===== config.mk =====
export PLATFORM = sky130hd
export DESIGN_NAME = sub_serial
export DESIGN_NICKNAME = d
export VERILOG_FILES = /design/src/rtl/sub_serial.sv
export SDC_FILE = /design/constraint.sdc
export NUM_CORES = 1
export LEC_CHECK = 0
export ABC_AREA = 1
export CORE_MARGIN = 2
export CORE_UTILIZATION = 30
export DETAILED_ROUTE_END_ITERATION = 8
export GPL_ROUTABILITY_DRIVEN = 0
export SLEW_MARGIN = 30
export SYNTH_ARGS = -nofsm -noshare
export SYNTH_HDL_FRONTEND = slang
export SYNTH_SLANG_ARGS = --single-unit
export TNS_END_PERCENT = 100

===== constraint.sdc =====
create_clock -name clk -period 1.2 [get_ports clk]
set_input_delay 0.18 -clock clk [delete_from_list [all_inputs] [get_ports clk]]
set_output_delay 0.18 -clock clk [all_outputs]
set_load 0.03 [all_outputs]

===== src/rtl/sub_serial.sv =====
// Digit-serial subtractor: d = a - b, DIGIT bits per RUN cycle through a
// registered borrow chain, with valid/ready handshakes on operands and result.
module sub_serial #(
    parameter int WIDTH = 32,
    parameter int DIGIT = 1
) (
    input  logic             clk,
    input  logic             rst,
    input  logic             in_valid,
    output logic             in_ready,
    input  logic [WIDTH-1:0] a,
    input  logic [WIDTH-1:0] b,
    output logic             out_valid,
    input  logic             out_ready,
    output logic [WIDTH-1:0] d,
    output logic             borrow,
    output logic             overflow,
    output logic             zero
);
    localparam int N  = WIDTH / DIGIT;
    localparam int CW = $clog2(N + 1);
    localparam logic [CW-1:0] LAST = CW'(N - 1);

    typedef enum logic [1:0] {IDLE, RUN, DONE} state_t;

    state_t           state_reg;
    logic [WIDTH-1:0] a_reg, b_reg, d_reg;
    logic [CW-1:0]    cnt_reg;
    logic             bor_reg;
    logic             a_msb_reg, b_msb_reg;
    logic             borrow_reg, overflow_reg, zero_reg;

    logic [DIGIT:0]   chain;
    logic [DIGIT-1:0] dig;
    logic [WIDTH-1:0] d_next;

    assign chain[0] = bor_reg;

    // Borrow ripples through the DIGIT lowest unprocessed bits each cycle.
    generate
        for (genvar gi = 0; gi < DIGIT; gi++) begin : g_bit
            logic ai, bi;
            assign ai           = a_reg[gi];
            assign bi           = b_reg[gi];
            assign dig[gi]      = ai ^ bi ^ chain[gi];
            assign chain[gi+1]  = (~ai & bi) | (chain[gi] & ~(ai ^ bi));
        end
        if (WIDTH > DIGIT) begin : g_shift
            assign d_next = {dig, d_reg[WIDTH-1:DIGIT]};
        end else begin : g_whole
            assign d_next = dig;
        end
    endgenerate

    always_ff @(posedge clk) begin
        if (rst) begin
            state_reg    <= IDLE;
            a_reg        <= '0;
            b_reg        <= '0;
            d_reg        <= '0;
            cnt_reg      <= '0;
            bor_reg      <= 1'b0;
            a_msb_reg    <= 1'b0;
            b_msb_reg    <= 1'b0;
            borrow_reg   <= 1'b0;
            overflow_reg <= 1'b0;
            zero_reg     <= 1'b0;
        end else begin
            case (state_reg)
                IDLE: begin
                    if (in_valid) begin
                        a_reg     <= a;
                        b_reg     <= b;
                        a_msb_reg <= a[WIDTH-1];
                        b_msb_reg <= b[WIDTH-1];
                        bor_reg   <= 1'b0;
                        cnt_reg   <= '0;
                        state_reg <= RUN;
                    end
                end
                RUN: begin
                    a_reg   <= a_reg >> DIGIT;
                    b_reg   <= b_reg >> DIGIT;
                    d_reg   <= d_next;
                    bor_reg <= chain[DIGIT];
                    cnt_reg <= cnt_reg + 1'b1;
                    // Flags are taken from the final digit's combinational result.
                    if (cnt_reg == LAST) begin
                        state_reg    <= DONE;
                        borrow_reg   <= chain[DIGIT];
                        overflow_reg <= (a_msb_reg != b_msb_reg) &&
                                        (d_next[WIDTH-1] != a_msb_reg);
                        zero_reg     <= (d_next == '0);
                    end
                end
                DONE: begin
                    if (out_ready) begin
                        state_reg <= IDLE;
                    end
                end
                default: state_reg <= IDLE;
            endcase
        end
    end

    assign in_ready  = (state_reg == IDLE);
    assign out_valid = (state_reg == DONE);
    assign d         = d_reg;
    assign borrow    = borrow_reg;
    assign overflow  = overflow_reg;
    assign zero      = zero_reg;
endmodule


==> summary.txt <==
Synthesis
  • Synthesized instance count: 606
  • Mean Syn Cell Area: 7.73 sq um
  • Mux contribution to synthesized area: 0%
  • Post-Synth XOR/XNOR Area: 0%
  • Yosys reg bits: 110
  • Sequential cell area fraction in the yosys report: 47.0%
  • Unique cell type count in the Yosys netlist: 25
  • Largest family of logic cells by synthesized area: compound AO/OA/AOI/OAI gates
  • Adder-cell area share of the yosys netlist: 0.694%
  • Synth Area in Compound Gates: 23.1%
  • Post-Synth Simple-Gate Area: 20.9%
  • Synthesized Nets: 676
  • Yosys warns: 0
  • Mapped Area: 4690 sq um

Worst hold path
  • Hold Path Class: primary input to flip-flop
  • Hold Path Depth: 3

Die
  • Core ar.: 15300 sq um
  • # IOs: 105
  • Die Ht: 129 um
  • Initial core utilization: 30.7%
  • # rows: 45
  • Die ar.: 16600 sq um
  • Die W: 129 um

Route
  • Final antenna-violating net count: 0
  • DRT iter0 DRCs: 272
  • DRC Markers: 0
  • Avg WL per Cell: 14.7 um
  • Routed Wire Length: 14100 um
  • DRT Pass-1 Iters: 4
  • Via density: 4.71
  • Via count: 4517

STA
  • Measured slew at the worst slew-check pin: 0.283 ns
  • Setup Viol. Count Final: 91
  • Post-route worst setup slack: -0.214 ns
  • Final Cycle Share: 118%
  • RSZ-0062 raised after global routing: true
  • Slew Viols, Final: 0
  • Clk_skew: 0.00662 ns
  • Hold WS: 0.389 ns
  • Final Critical Period: 1.41 ns
  • F_max: 0.707 GHz
  • Final Hold Viols: 0
  • Slew HR: 80.9%

Power
  • VDD IR max: 0.000718 V
  • PnR Total Power: 9.63 mW
  • Static leakage: 2.93 nW
  • PD cells: 1270 nW/um^2

Worst setup path
  • Critical Path Fanout Max: 4
  • Worst Setup EP: zero
  • Worst reg2reg path depth: 9
  • Worst setup path category: flip-flop to flip-flop
  • CP startpoint: bor_reg
  • Worst r2r dst: zero
  • Critical path endpoint category: flip-flop
  • Reg2reg start: bor_reg
  • Flop-to-flop setup slack: -0.21 ns
  • CP Data Required Time: 1.49 ns
  • Critical path startpoint category: flip-flop
  • Critical path arrival: 1.71 ns

Final layout
  • Syn-to-layout area delta: 62.3%
  • Share of cells above drive strength 1: 38.5%
  • Post-route cell area: 7600 sq um
  • Most frequent cells in the layout: dfxtp_1, nor2_1, nand2_1, clkdlybuf4s50_1, inv_1
  • # fillers: 1431
  • Commonest non-fill, non-tap cell in the layout: dfxtp_1
  • Antenna Cells: 0
  • Final #Nets: 813

GRT
  • First-pass GRT wire length: 20700 um
  • Initial antenna violation count: 0
  • Vias in the first global route: 4259
  • Largest net degree at the start of global routing: 33
  • Tot GR Track Use: 15.9%
  • Total grt overflow: 0

Clock tree
  • TritonCTS Buffers: 9
  • Clock Pin Slew Worst Setup and Hold Paths: 0.07 ns
  • CTS max path bufs: 2
  • Skew-Pair Late Insertion Delay: 0.35 ns
  • CTS sink count: 110
  • CTS tree: yes
  • Hold_buf cts: 0
  • CTS H-tree lvls: 3
  • Clk root buf: clkbuf_16

Run status
  • Failing checks: setup timing
  • Status: finished with violations

Placement
  • Post-Place Worst Slack: -0.265 ns
  • Area after DPL: 6090 sq um
  • Detailed Place HPWL: 8040 um
  • PortBufs: 104

Job
  • Max Cap Viol: 0
[metal layers]
layer / up-vias / GRT usage (%) / wire (um)
li1: 2256 / - / -
met2: 103 / 26.5 / 6860
met4: 0 / 3.96 / 151
met3: 13 / 4.82 / 762
met5: - / 0 / 0
met1: 2145 / 20.3 / 6300
[how the worst min path moves through the flow]
stage / from / to / slack (ns)
finish: a[9] / a_reg[9] / 0.39
global route: a[8] / a_reg[8] / 0.41
CTS: a[9] / a_reg[9] / 0.38
detailed placement: a_reg[23] / a_reg[23] / 0.46
global placement: a_reg[17] / a_reg[17] / 0.45
floorplan: a[0] / a_reg[0] / 0.34
[cells in the mapped netlist, drive strengths merged]
| cell | number | area share, % |
|---|---|---|
| fa | 1 | 0.43 |
| buf | 19 | 2.4 |
| inv | 53 | 4.3 |
| dfxtp | 110 | 47 |
| nor3 | 1 | 0.11 |
| a22oi | 1 | 0.16 |
| clkbuf | 20 | 1.6 |
| nand3 | 4 | 0.43 |
| nand2 | 107 | 8.8 |
| a21oi | 15 | 1.6 |
| or2 | 2 | 0.27 |
| a211oi | 39 | 10 |
| nor2 | 136 | 11 |
| a31oi | 22 | 2.9 |
| ha | 1 | 0.27 |
| o21ai | 75 | 8.0 |
[kinds of logic (layout without fill, tap and decap cells)]
kind of cell,after synthesis,in the layout
buf+inv,92,234
simple gates,250,250
flops,110,110
fa+ha+maj,2,2
compound gates,152,152
[where the power goes]
part / leakage (nW) / internal [mW] / switching (mW) / total, mW
clock: 0.143 / 1.61 / 1.34 / 2.94
combinational: 1.88 / 1.24 / 1.27 / 2.50
sequential: 0.910 / 3.96 / 0.230 / 4.19
[worst max-delay path, cell delays in order, from the launching register on]
cell and delay [ns]:
dfxtp_2 0.34, inv_2 0.04, fa_2 0.48, nor2_2 0.10, nand2_1 0.05, nor2_1 0.08
nand2_1 0.06, nor2_1 0.08, nor2_1 0.04, nor2_1 0.07
[stage by stage]
| step | TNS, ns | std cells | util [%] |
|---|---|---|---|
| 2_1_floorplan | -1.28 | 606 | - |
| 5_1_grt | -13.12 | 959 | 49.8 |
| 3_3_place_gp | -18.18 | 909 | 39.9 |
| 6_report | -7.92 | 959 | 49.8 |
| 3_5_place_dp | -19.07 | 909 | 39.9 |
| 4_1_cts | -4.61 | 950 | 46.2 |
[cell type report]
type | instances | area (sq um) | area share (%)
Clock buffer | 11 | 233 | 3.06
Tap cell | 211 | 264 | 3.47
Timing Repair Buffer | 165 | 2000 | 26.3
Multi-Input combinational cell | 404 | 2630 | 34.6
Inverter | 53 | 211 | 2.78
Clock inverter | 5 | 50.0 | 0.658
Sequential cell | 110 | 2220 | 29.1
[repair_timing]
item                                   4_1_cts  5_1_grt
endpoints found under the hold margin        0        0
gates resized for setup                     99      151
buffers inserted                            16       13
setup endpoints to repair                  110      111
gates cloned                                10        6
pin swaps                                   22       27
Power figures use the tool's default switching activity.
